### src/rtl/booth_mul_dispatcher_pkg.sv
// ---------------------------------------------------------------------------
// booth_mul_pkg
// Shared types and helpers for the Booth multiplier dispatcher.
//   MUL_DATA_WIDTH / MUL_TAG_WIDTH : operand and tag widths of a request
//   disp_state_e                   : dispatcher FSM states
//   mul_req_s                      : one queued request {a, b, tag}
//   pending_width()                : width of the pending counter for a depth
// ---------------------------------------------------------------------------
package booth_mul_pkg;

    localparam int MUL_DATA_WIDTH = 32;
    localparam int MUL_TAG_WIDTH  = 4;

    typedef enum logic {
        ISSUE = 1'b0,
        WAIT  = 1'b1
    } disp_state_e;

    typedef struct packed {
        logic [MUL_DATA_WIDTH-1:0] a;
        logic [MUL_DATA_WIDTH-1:0] b;
        logic [MUL_TAG_WIDTH-1:0]  tag;
    } mul_req_s;

    // Pending can reach depth + 2 (full FIFO, one in flight, one held), so
    // the counter must represent depth + 2 inclusive.
    function automatic int pending_width(input int depth);
        return $clog2(depth + 3);
    endfunction

endpackage

### src/rtl/booth_mul_dispatcher_if.sv
// ---------------------------------------------------------------------------
// booth_mul_dispatcher_if
// Bundles the dispatcher's request stream, multiplier link and result stream.
//   slave  modport : the dispatcher's view
//   master modport : the environment's view (producer, multiplier, consumer)
// Request  : in_valid, in_ready, in_a, in_b, in_tag
// Mult link: mul_a, mul_b, mul_valid_entry, mul_clk_en, mul_rst_n,
//            mul_result, mul_data_valid, mul_busy
// Result   : out_valid, out_ready, out_result, out_tag
// Status   : pending
// ---------------------------------------------------------------------------
interface booth_mul_dispatcher_if
    import booth_mul_pkg::*;
#(
    parameter int DATA_WIDTH = MUL_DATA_WIDTH,
    parameter int TAG_WIDTH  = MUL_TAG_WIDTH,
    parameter int PEND_WIDTH = 3
);
    logic                    in_valid;
    logic                    in_ready;
    logic [DATA_WIDTH-1:0]   in_a;
    logic [DATA_WIDTH-1:0]   in_b;
    logic [TAG_WIDTH-1:0]    in_tag;

    logic [DATA_WIDTH-1:0]   mul_a;
    logic [DATA_WIDTH-1:0]   mul_b;
    logic                    mul_valid_entry;
    logic                    mul_clk_en;
    logic                    mul_rst_n;
    logic [2*DATA_WIDTH-1:0] mul_result;
    logic                    mul_data_valid;
    logic                    mul_busy;

    logic                    out_valid;
    logic                    out_ready;
    logic [2*DATA_WIDTH-1:0] out_result;
    logic [TAG_WIDTH-1:0]    out_tag;

    logic [PEND_WIDTH-1:0]   pending;

    modport slave (
        input  in_valid, in_a, in_b, in_tag,
        input  mul_result, mul_data_valid, mul_busy,
        input  out_ready,
        output in_ready,
        output mul_a, mul_b, mul_valid_entry, mul_clk_en, mul_rst_n,
        output out_valid, out_result, out_tag,
        output pending
    );

    modport master (
        output in_valid, in_a, in_b, in_tag,
        output mul_result, mul_data_valid, mul_busy,
        output out_ready,
        input  in_ready,
        input  mul_a, mul_b, mul_valid_entry, mul_clk_en, mul_rst_n,
        input  out_valid, out_result, out_tag,
        input  pending
    );

endinterface

### src/rtl/booth_mul_dispatcher_sync_fifo.sv
// ---------------------------------------------------------------------------
// sync_fifo
// Single-clock FIFO with a registered head word.
//   clk_i, rst_i : clock, synchronous active-high reset (clears pointers)
//   push_i       : write data_i (ignored while full)
//   pop_i        : drop the head (ignored while empty)
//   head_o       : current head entry, valid while empty_o = 0
//   full_o/empty_o/count_o : occupancy
// Pointers carry one extra wrap bit to tell full from empty.
// ---------------------------------------------------------------------------
module sync_fifo #(
    parameter int WIDTH = 8,
    parameter int DEPTH = 4
) (
    input  logic                       clk_i,
    input  logic                       rst_i,
    input  logic                       push_i,
    input  logic [WIDTH-1:0]           data_i,
    input  logic                       pop_i,
    output logic [WIDTH-1:0]           head_o,
    output logic                       full_o,
    output logic                       empty_o,
    output logic [$clog2(DEPTH):0]     count_o
);
    localparam int AW = $clog2(DEPTH);

    logic [WIDTH-1:0] mem_q [DEPTH];
    logic [AW:0]      wr_ptr_q, wr_ptr_d;
    logic [AW:0]      rd_ptr_q, rd_ptr_d;
    logic [WIDTH-1:0] head_q;
    logic             do_push, do_pop;

    assign empty_o = (wr_ptr_q == rd_ptr_q);
    assign full_o  = (wr_ptr_q[AW] != rd_ptr_q[AW]) &&
                     (wr_ptr_q[AW-1:0] == rd_ptr_q[AW-1:0]);
    assign count_o = wr_ptr_q - rd_ptr_q;
    assign head_o  = head_q;

    assign do_push  = push_i & ~full_o;
    assign do_pop   = pop_i & ~empty_o;
    assign wr_ptr_d = wr_ptr_q + {{AW{1'b0}}, do_push};
    assign rd_ptr_d = rd_ptr_q + {{AW{1'b0}}, do_pop};

    always_ff @(posedge clk_i) begin
        if (do_push) begin
            mem_q[wr_ptr_q[AW-1:0]] <= data_i;
        end
    end

    // The head is prefetched from the post-pop read pointer. When that slot
    // is the one being written this cycle the RAM does not hold it yet, so
    // the incoming word is forwarded.
    always_ff @(posedge clk_i) begin
        head_q <= (wr_ptr_q == rd_ptr_d) ? data_i : mem_q[rd_ptr_d[AW-1:0]];
    end

    always_ff @(posedge clk_i) begin
        if (rst_i) begin
            wr_ptr_q <= '0;
            rd_ptr_q <= '0;
        end else begin
            wr_ptr_q <= wr_ptr_d;
            rd_ptr_q <= rd_ptr_d;
        end
    end

endmodule

### src/rtl/booth_mul_dispatcher.sv
// ---------------------------------------------------------------------------
// booth_mul_dispatcher
// Front-end for a sequential signed Booth multiplier. Tagged operand pairs
// are queued in a FIFO, issued one at a time while the multiplier is idle,
// and the 2*DATA_WIDTH product is returned with its tag through a registered
// valid/ready slot. The multiplier is frozen while that slot is stalled.
//   clk_i, rst_i : clock, synchronous active-high reset
//   bus (slave)  : request stream, multiplier link, result stream, pending
// ---------------------------------------------------------------------------
module booth_mul_dispatcher
    import booth_mul_pkg::*;
#(
    parameter int FIFO_DEPTH = 4
) (
    input  logic                  clk_i,
    input  logic                  rst_i,
    booth_mul_dispatcher_if.slave bus
);
    localparam int REQ_WIDTH  = $bits(mul_req_s);
    localparam int CNT_WIDTH  = $clog2(FIFO_DEPTH) + 1;
    localparam int PEND_WIDTH = pending_width(FIFO_DEPTH);

    mul_req_s                  in_req, head_req;
    logic                      fifo_push, fifo_pop, fifo_full, fifo_empty;
    logic [CNT_WIDTH-1:0]      fifo_count;

    disp_state_e               state_q, state_d;
    logic                      seen_busy_q, seen_busy_d;
    logic [MUL_TAG_WIDTH-1:0]  inflight_tag_q, inflight_tag_d;
    logic                      out_valid_q;
    logic [2*MUL_DATA_WIDTH-1:0] out_result_q;
    logic [MUL_TAG_WIDTH-1:0]  out_tag_q;

    logic                      clk_en, issue, capture;

    assign in_req    = '{a: bus.in_a, b: bus.in_b, tag: bus.in_tag};
    assign fifo_push = bus.in_valid & ~fifo_full;

    sync_fifo #(
        .WIDTH (REQ_WIDTH),
        .DEPTH (FIFO_DEPTH)
    ) u_fifo (
        .clk_i   (clk_i),
        .rst_i   (rst_i),
        .push_i  (fifo_push),
        .data_i  (in_req),
        .pop_i   (fifo_pop),
        .head_o  (head_req),
        .full_o  (fifo_full),
        .empty_o (fifo_empty),
        .count_o (fifo_count)
    );

    // Everything downstream of the FIFO advances only while the result slot
    // can take a new product (empty, or being drained this cycle).
    assign clk_en = ~(out_valid_q & ~bus.out_ready);

    always_comb begin
        state_d        = state_q;
        seen_busy_d    = seen_busy_q;
        inflight_tag_d = inflight_tag_q;
        issue          = 1'b0;
        capture        = 1'b0;
        fifo_pop       = 1'b0;
        case (state_q)
            ISSUE: begin
                issue = ~fifo_empty & ~bus.mul_busy;
                if (issue && clk_en) begin
                    fifo_pop       = 1'b1;
                    inflight_tag_d = head_req.tag;
                    seen_busy_d    = 1'b0;
                    state_d        = WAIT;
                end
            end
            WAIT: begin
                // data_valid can still be high from the previous product
                // before the multiplier starts, so require a busy phase first.
                if (bus.mul_busy) begin
                    seen_busy_d = 1'b1;
                end
                capture = seen_busy_q & ~bus.mul_busy & bus.mul_data_valid & clk_en;
                if (capture) begin
                    if (!fifo_empty) begin
                        // Back-to-back: start the next operand the same cycle.
                        issue          = 1'b1;
                        fifo_pop       = 1'b1;
                        inflight_tag_d = head_req.tag;
                        seen_busy_d    = 1'b0;
                    end else begin
                        state_d = ISSUE;
                    end
                end
            end
            default: state_d = ISSUE;
        endcase
    end

    always_ff @(posedge clk_i) begin
        if (rst_i) begin
            state_q        <= ISSUE;
            seen_busy_q    <= 1'b0;
            inflight_tag_q <= '0;
            out_valid_q    <= 1'b0;
            out_result_q   <= '0;
            out_tag_q      <= '0;
        end else begin
            state_q        <= state_d;
            seen_busy_q    <= seen_busy_d;
            inflight_tag_q <= inflight_tag_d;
            if (capture) begin
                out_valid_q  <= 1'b1;
                out_result_q <= bus.mul_result;
                out_tag_q    <= inflight_tag_q;
            end else if (bus.out_ready) begin
                out_valid_q  <= 1'b0;
            end
        end
    end

    assign bus.in_ready        = ~fifo_full;
    assign bus.mul_a           = head_req.a;
    assign bus.mul_b           = head_req.b;
    assign bus.mul_valid_entry = issue;
    assign bus.mul_clk_en      = clk_en;
    assign bus.mul_rst_n       = ~rst_i;
    assign bus.out_valid       = out_valid_q;
    assign bus.out_result      = out_result_q;
    assign bus.out_tag         = out_tag_q;
    assign bus.pending         = PEND_WIDTH'(fifo_count)
                               + PEND_WIDTH'(state_q == WAIT)
                               + PEND_WIDTH'(out_valid_q);

endmodule
### src/flat_wrapper.sv
// flat-port wrapper written by rule: the top's interface ports become plain ports
module booth_mul_dispatcher_flat import booth_mul_pkg::*;
#(
    parameter int FIFO_DEPTH = 4
)
  (clk_i, rst_i, bus_in_valid, bus_in_a, bus_in_b, bus_in_tag, bus_mul_result, bus_mul_data_valid, bus_mul_busy, bus_out_ready, bus_in_ready, bus_mul_a, bus_mul_b, bus_mul_valid_entry, bus_mul_clk_en, bus_mul_rst_n, bus_out_valid, bus_out_result, bus_out_tag, bus_pending);
  booth_mul_dispatcher_if bus_i ();
  input  logic clk_i;
  input  logic rst_i;
  input wire logic [$bits(bus_i.in_valid)-1:0] bus_in_valid;
  input wire logic [$bits(bus_i.in_a)-1:0] bus_in_a;
  input wire logic [$bits(bus_i.in_b)-1:0] bus_in_b;
  input wire logic [$bits(bus_i.in_tag)-1:0] bus_in_tag;
  input wire logic [$bits(bus_i.mul_result)-1:0] bus_mul_result;
  input wire logic [$bits(bus_i.mul_data_valid)-1:0] bus_mul_data_valid;
  input wire logic [$bits(bus_i.mul_busy)-1:0] bus_mul_busy;
  input wire logic [$bits(bus_i.out_ready)-1:0] bus_out_ready;
  output wire logic [$bits(bus_i.in_ready)-1:0] bus_in_ready;
  output wire logic [$bits(bus_i.mul_a)-1:0] bus_mul_a;
  output wire logic [$bits(bus_i.mul_b)-1:0] bus_mul_b;
  output wire logic [$bits(bus_i.mul_valid_entry)-1:0] bus_mul_valid_entry;
  output wire logic [$bits(bus_i.mul_clk_en)-1:0] bus_mul_clk_en;
  output wire logic [$bits(bus_i.mul_rst_n)-1:0] bus_mul_rst_n;
  output wire logic [$bits(bus_i.out_valid)-1:0] bus_out_valid;
  output wire logic [$bits(bus_i.out_result)-1:0] bus_out_result;
  output wire logic [$bits(bus_i.out_tag)-1:0] bus_out_tag;
  output wire logic [$bits(bus_i.pending)-1:0] bus_pending;
  assign bus_i.in_valid = bus_in_valid;
  assign bus_i.in_a = bus_in_a;
  assign bus_i.in_b = bus_in_b;
  assign bus_i.in_tag = bus_in_tag;
  assign bus_i.mul_result = bus_mul_result;
  assign bus_i.mul_data_valid = bus_mul_data_valid;
  assign bus_i.mul_busy = bus_mul_busy;
  assign bus_i.out_ready = bus_out_ready;
  assign bus_in_ready = bus_i.in_ready;
  assign bus_mul_a = bus_i.mul_a;
  assign bus_mul_b = bus_i.mul_b;
  assign bus_mul_valid_entry = bus_i.mul_valid_entry;
  assign bus_mul_clk_en = bus_i.mul_clk_en;
  assign bus_mul_rst_n = bus_i.mul_rst_n;
  assign bus_out_valid = bus_i.out_valid;
  assign bus_out_result = bus_i.out_result;
  assign bus_out_tag = bus_i.out_tag;
  assign bus_pending = bus_i.pending;
  booth_mul_dispatcher #(.FIFO_DEPTH(FIFO_DEPTH)) u_core (.clk_i(clk_i), .rst_i(rst_i), .bus(bus_i));
endmodule
### config.mk
export PLATFORM = sky130hd
export DESIGN_NAME = booth_mul_dispatcher_flat
export DESIGN_NICKNAME = d
export VERILOG_FILES = /design/src/rtl/booth_mul_dispatcher_pkg.sv /design/src/rtl/booth_mul_dispatcher_if.sv /design/src/rtl/booth_mul_dispatcher_sync_fifo.sv /design/src/rtl/booth_mul_dispatcher.sv /design/src/flat_wrapper.sv
export SDC_FILE = /design/constraint.sdc
export NUM_CORES = 1
export LEC_CHECK = 0
export CORE_MARGIN = 2
export CORE_UTILIZATION = 53
export CTS_CLUSTER_DIAMETER = 200
export DETAILED_ROUTE_END_ITERATION = 8
export PLACE_DENSITY = 0.8
export SLEW_MARGIN = 20
export SYNTH_ARGS = -nofsm -noshare
export SYNTH_HDL_FRONTEND = slang
export SYNTH_SLANG_ARGS = --single-unit
### constraint.sdc
create_clock -name clk_i -period 7.9 [get_ports clk_i]
set_input_delay 1.58 -clock clk_i [delete_from_list [all_inputs] [get_ports clk_i]]
set_output_delay 1.58 -clock clk_i [all_outputs]
set_load 0.02 [all_outputs]
Word level (Yosys, flattened, before mapping)
Memory sizes are Yosys's and may differ from the RTL's.
Index checks and enable logic that the tools add are counted.
{"block": "word_totals", "mem_bits_rw": 272, "memories": 1, "elab_cells": 63, "regBits": 149, "out_inout_bits": 140}
{"block": "classes", "eq_ne": 7, "reduce_logical": 4, "bitwise": 15, "muxes": 22, "add_sub_neg": 5}
{"memory": "u_core.u_fifo.mem_q", "words": 4, "word_bits": 68, "read_ports": 1, "rd_ports_with_merged_regs": 0, "wr": 1, "line_no": "booth_mul_dispatcher_sync_fifo.sv:27", "rtl": "logic [WIDTH-1:0] mem_q [DEPTH];"}
{"cell": "2-to-1 mux 68 bit", "count": 1}
{"cell": "2-to-1 mux 1 bit", "count": 13}
{"cell": "adder 3 x 1 -> 3 bit", "count": 4}
{"cell": "2-to-1 mux 4 bit", "count": 3}
{"cell": "bitwise AND 1 bit", "count": 8}
{"cell": "one-hot mux 1 bit (2 select lines)", "count": 4}
{"cell": "one-hot mux 4 bit (2 select lines)", "count": 1}
{"cell": "inverter 1 bit", "count": 7}
{"cell": "== test 3 bit", "count": 2}
{"cell": "!= test 2 bit (second input constant)", "count": 2}
{"cell": "AND reduction 3 bit", "count": 1}
{"cell": "subtractor 3 bit", "count": 1}
{"cell": "== test 2 bit", "count": 1}
{"cell": "logical AND 1 bit", "count": 2}
{"cell": "!= test 2 x 1 -> 1 bit (second input constant)", "count": 1}
{"cell": "nonzero test 2 bit", "count": 1}
{"cell": "!= test 1 bit", "count": 1}

Longest topological paths before layout
{"block": "logic_depth", "word_depth": 10, "ltp_mapped": 11, "mapped_depth_nobuf": 9}

Cells and area by module
A second synthesis with hierarchy kept.
{"block": "unflattened", "cells_unflattened": 830, "area_unflattened_um2": 15610.0}
{"mod": "sync_fifo", "instances": 1, "cells_per_inst": 541, "area_each_um2": 12456.9}
{"mod": "booth_mul_dispatcher", "instances": 1, "cells_per_inst": 289, "area_each_um2": 3153.0}

Worst setup path after synthesis
Ideal clock, no wire load.
{"block": "synth_path", "path_type": "in2reg", "start": "in bus_in_valid", "end": "mem u_core.u_fifo.mem_q[2][0] (netlist bit), enable pin", "slack_ps": 660, "required_time_ps": 7308, "path_stages": 2, "t_arrival_ps": 6648, "path_cell_list": "nand2_1 -> nor3b_1"}
{"block": "synth_via", "elab_chain_cells": 4}
{"item": "from (decl)", "line_no": "flat_wrapper.sv:10", "rtl": "input wire logic [$bits(bus_i.in_valid)-1:0] bus_in_valid;"}
{"item": "bitwise AND 1 bit", "line_no": "booth_mul_dispatcher.sv:37", "rtl": "assign fifo_push = bus.in_valid & ~fifo_full;"}
{"item": "bitwise AND 1 bit", "line_no": "booth_mul_dispatcher_sync_fifo.sv:39", "rtl": "assign do_push = push_i & ~full_o;"}
{"item": "2-to-1 mux 1 bit", "line_no": "booth_mul_dispatcher_sync_fifo.sv:45", "rtl": "if (do_push) begin"}
{"item": "2-to-1 mux 1 bit (implied by the code)", "line_no": "booth_mul_dispatcher_sync_fifo.sv:46", "rtl": "mem_q[wr_ptr_q[AW-1:0]] <= data_i;"}
{"item": "to (decl)", "line_no": "booth_mul_dispatcher_sync_fifo.sv:27"}
No other way between the ends.

Final worst setup path
{"block": "layout_path", "start": "in bus_mul_data_valid", "end": "reg u_core.u_fifo.head_q[31], in the netlist u_core.u_fifo.head_o[31]"}
{"block": "layout_via", "elab_chain_cells": 8, "elab_cells_between_ends": 9}
{"item": "from (decl)", "line_no": "flat_wrapper.sv:15", "rtl": "input wire logic [$bits(bus_i.mul_data_valid)-1:0] bus_mul_data_valid;"}
{"item": "bitwise AND 1 bit (*) (2 in a row)", "line_no": "booth_mul_dispatcher.sv:81", "rtl": "capture = seen_busy_q & ~bus.mul_busy & bus.mul_data_valid & clk_en;"}
{"item": "2-to-1 mux 1 bit (*)", "line_no": "booth_mul_dispatcher.sv:82", "rtl": "if (capture) begin"}
{"item": "one-hot mux 1 bit (2 select lines) (*)", "line_no": "booth_mul_dispatcher.sv:65", "rtl": "case (state_q)"}
{"item": "bitwise AND 1 bit (*)", "line_no": "booth_mul_dispatcher_sync_fifo.sv:40", "rtl": "assign do_pop = pop_i & ~empty_o;"}
{"item": "adder 3 x 1 -> 3 bit (*)", "line_no": "booth_mul_dispatcher_sync_fifo.sv:42", "rtl": "assign rd_ptr_d = rd_ptr_q + {{AW{1'b0}}, do_pop};"}
{"item": "net u_core.u_fifo.rd_ptr_d[1]", "line_no": "booth_mul_dispatcher_sync_fifo.sv:29", "rtl": "logic [AW:0] rd_ptr_q, rd_ptr_d;"}
{"item": "memory read (4 x 68 bit) / == test 3 bit (equally long branches)"}
{"item": "2-to-1 mux 68 bit (*)", "line_no": "booth_mul_dispatcher_sync_fifo.sv:54", "rtl": "head_q <= (wr_ptr_q == rd_ptr_d) ? data_i : mem_q[rd_ptr_d[AW-1:0]];"}
{"item": "to (signal assigned)", "line_no": "booth_mul_dispatcher_sync_fifo.sv:54"}
{"item": "to (decl)", "line_no": "booth_mul_dispatcher_sync_fifo.sv:30", "rtl": "logic [WIDTH-1:0] head_q;"}
Mark *: on every way through the listed nets, which the timed path passes. The rest lies on a longest branch.
A chain may end at the register's enable or synchronous reset.

==> summary.md <==
| Metric | Value |
|---|---|
| CTS tree | `built` |
| Final worst-path cycle share | `62.4%` |
| Post-synthesis simple-gate area fraction | `4.46%` |
| Register area share after synthesis | `69.4%` |
| CTS max path bufs | `3` |
| # rows | `63` |
| Reg2reg end | `u_core.u_fifo.head_o[31]` |
| EDFF count, synth | `272` |
| Buffers on Ports | `277` |
| Sum of negative setup slack | `0 ns` |
| Synth Area in Adders | `0.639%` |
| # hold bufs at CTS | `0` |
| Root buffer cell | `clkbuf_16` |
| Global placement routability congestion | `0.716` |
| Area growth, synth to finish | `25.6%` |
| Worst-path clk slew | `0.06 ns` |
| Fmax | `203 MHz` |
| Top cells by count, synth | `edfxtp_1 (272), mux2i_1 (204), dfxtp_1 (149), nand2_1 (145), a21oi_1 (77)` |
| TritonRoute pass-1 iters | `4` |
| Lkg Pwr | `6.65 nW` |
| Ports | `278` |
| Async SR Flop Fraction | `0%` |
| Post-synth top flop | `edfxtp_1` |
| Critical R2R Launch | `u_core.u_fifo.wr_ptr_q[0]` |
| CP Buf/Inv Count | `2` |
| Critical Path AT | `5.35 ns` |
| Mux cell area share after synthesis | `17.5%` |
| Most numerous cell in the Yosys netlist | `edfxtp_1` |
| Critical path's top delay family | `buffers and inverters` |
| GR Util met2 | `35.9%` |
| Sink Count | `421` |
| Yosys cell types | `36` |
| H-tree depth | `2` |
| Initial antenna violation count | `2` |
| Reg2reg path depth | `8` |
| Skew final | `0.0205 ns` |
| MaxCap Viol Count | `0` |
| Critical-path top delay cell | `buf_4` |
| Syn Area/Cell | `14.7 µm²` |
| DR WL/cell | `18.6 µm` |
| Area leader, netlist | `edfxtp_1` |
| Final-report hold violation count | `0` |
| Leading post-synthesis cells by cell area | `edfxtp_1 (51%), dfxtp_1 (19%), mux2i_1 (13%)` |
| Total GRT Usage | `19.9%` |
| Postcts setup bufs | `0` |
| Top-area cell type share of the netlist area | `50.9%` |
| Mapped Cells | `1090` |
| Nets | `1451` |
| Slew Limit Fails | `0` |
| Critical Path Start | `bus_mul_data_valid` |
| Slew HR | `30.8%` |
| Layout cells sized above 1 | `11.6%` |
| Flops & latches, synth | `421` |
| Total number of vias | `9088` |
| Die Height | `178 µm` |
| Vias per inst | `5.24` |
| Max VDD drop | `196 µV` |
| Post-Syn Area | `16100 µm²` |
| Worst-skew pair later-pin latency | `0.54 ns` |
| Main combinational cell family by area after synthesis | `multiplexers` |
| Final setup fails | `0` |
| Area of the die | `31700 µm²` |
| Worst reg-to-reg setup slack | `3.96 ns` |
| Core area | `29700 µm²` |
| Initial drt markers | `453` |
| Peak fanout along the critical path | `45` |
| Slowest Stage Delay on Critical Path | `0.73 ns` |
| Routed wire length | `32300 µm` |
| Hold WS | `0.453 ns` |
| WP depth | `9` |
| Met1 usage | `23.3%` |
| Met3 Use GR | `5.58%` |
| Pwr/cell area | `290 nW/µm²` |
| Layout fillers | `2028` |
| Unrepaired setup endpoints after global routing | `no` |
| Vias in the first global route | `9206` |
| Total gr overflow | `0` |
| CP startpoint kind | `primary input` |
| Crit Path Class | `in -> reg` |
| Fin crit period | `4.93 ns` |
| Setup crit end kind | `flop` |
| Ys Warns | `0` |
| Critical path destination | `u_core.u_fifo.head_o[31]` |
| Remaining routing DRC violations | `0` |
| Synth Area in Compound Gates | `2.67%` |
| Status | `finished, final reports clean` |
| Final ANT Viol Nets | `0` |
| Detail Placement HPWL | `19500 µm` |
| First-pass GRT wire length | `48800 µm` |
| Worst Path Required | `8.32 ns` |
| Resized cells post-CTS | `0` |
| Worst-margin pin slew | `1.03 ns` |
| Starting Density | `54.0%` |
| Min-Delay Path Class | `reg -> reg` |
| XOR/XNOR Fraction of Synth Area | `0.436%` |
| Largest net degree at the start of global routing | `82` |
| Die X | `178 µm` |
| CTS Buf Count | `42` |
| Net count after synthesis | `1235` |
| GRT Max-Usage Layer | `met2` |
| CP Cell Sequence | `clkdlybuf4s50_1, a21boi_1, nor3_2, and3_1, ha_4, xnor2_1, o211ai_4, buf_4, mux2_2` |
## state kept, by name, indices dropped and copies added (netlist names)
register and count:
u_core.state_q 1, u_core.seen_busy_q 1, u_core.u_fifo.head_o 68, u_core.inflight_tag_q 4, u_core.bus.out_result 64, u_core.u_fifo.rd_ptr_q 3, u_core.bus.out_valid 1, u_core.u_fifo.wr_ptr_q 3
u_core.u_fifo.mem_q 272, u_core.bus.out_tag 4
## worst min path at each step
stage / start / endpoint / slack (ns) / cells after the start
6_report: u_core.bus.out_result[53] / u_core.bus.out_result[53] / 0.45 / 2
5_1_grt: u_core.bus.out_result[16] / u_core.bus.out_result[16] / 0.47 / 2
4_1_cts: u_core.bus.out_result[53] / u_core.bus.out_result[53] / 0.45 / 2
3_5_place_dp: u_core.bus.out_result[53] / u_core.bus.out_result[53] / 0.45 / 2
3_3_place_gp: u_core.bus.out_result[1] / u_core.bus.out_result[1] / 0.44 / 2
2_1_floorplan: u_core.u_fifo.head_o[0] / u_core.inflight_tag_q[0] / 0.43 / 2
## routing by layer
layer,up-vias,routed length (µm)
met2,275,16100
met5,-,0
met3,41,2690
met1,4457,12900
met4,0,499
li1,4315,-
## through the flow
| step | total power [mW] | cells | worst slack, ns | area (µm²) | utilization (%) |
|---|---|---|---|---|---|
| 2_1_floorplan | 3.57 | 1090 | 0.660 | 16100 | - |
| 3_3_place_gp | 3.87 | 1652 | 2.46 | 18700 | 63.0 |
| 3_5_place_dp | 3.88 | 1652 | 2.41 | 18700 | 63.0 |
| 4_1_cts | 5.90 | 1730 | 2.95 | 20100 | 67.8 |
| 5_1_grt | 6.06 | 1730 | 2.78 | 20200 | 67.8 |
| 6_report | 5.85 | 1733 | 2.97 | 20200 | 67.8 |
## placed cells by master, fill, tap and decap left out, types with 3 or more instances in the layout
cell / synthesis / routed
ha_1: 5 / 4
a21oi_1: 77 / 77
nand2_1: 145 / 145
clkbuf_16: 0 / 43
mux2i_1: 204 / 204
xnor2_1: 7 / 7
clkbuf_8: 0 / 6
bufinv_16: 0 / 5
inv_1: 8 / 8
clkinv_2: 0 / 4
clkdlybuf4s50_1: 0 / 276
mux2_2: 68 / 68
clkbuf_1: 35 / 9
nand3_1: 5 / 5
diode_2: 0 / 3
clkinv_1: 0 / 6
edfxtp_1: 272 / 272
dfxtp_1: 149 / 149
nor2_1: 4 / 3
buf_4: 72 / 13
nor2b_1: 4 / 4
## kinds of logic after synthesis
family / after synthesis
flip-flops: 421
multiplexers: 272
AND/OR/NAND/NOR: 173
buffers and inverters: 127
AO/OA/AOI/OAI: 82
XOR/XNOR: 8
adder cells (fa/ha/maj): 7
## worst min-delay path, cell delays in order (launching register included)
cell and delay, ns:
dfxtp_1 0.30, nand2_1 0.05, a21oi_1 0.05
## where the power goes
group	switching, mW	internal [mW]	leakage, nW
clock network	0.789	1.23	0.706
logic	0.600	0.590	2.22
registers	0.0732	2.56	3.72
total	1.46	4.38	6.65
## cell type report
| class | count | area, µm² | area share, % |
|---|---|---|---|
| multi-input cells | 542 | 4170 | 20.7 |
| well taps | 390 | 488 | 2.42 |
| clock inverters | 18 | 234 | 1.16 |
| flip-flops and latches | 421 | 11200 | 55.3 |
| repair buffers | 291 | 2880 | 14.3 |
| inverters | 8 | 30.0 | 0.149 |
| diodes | 3 | 7.51 | 0.0372 |
| clock buffers | 60 | 1200 | 5.98 |
No activity file was read; power rests on OpenSTA's default activity.
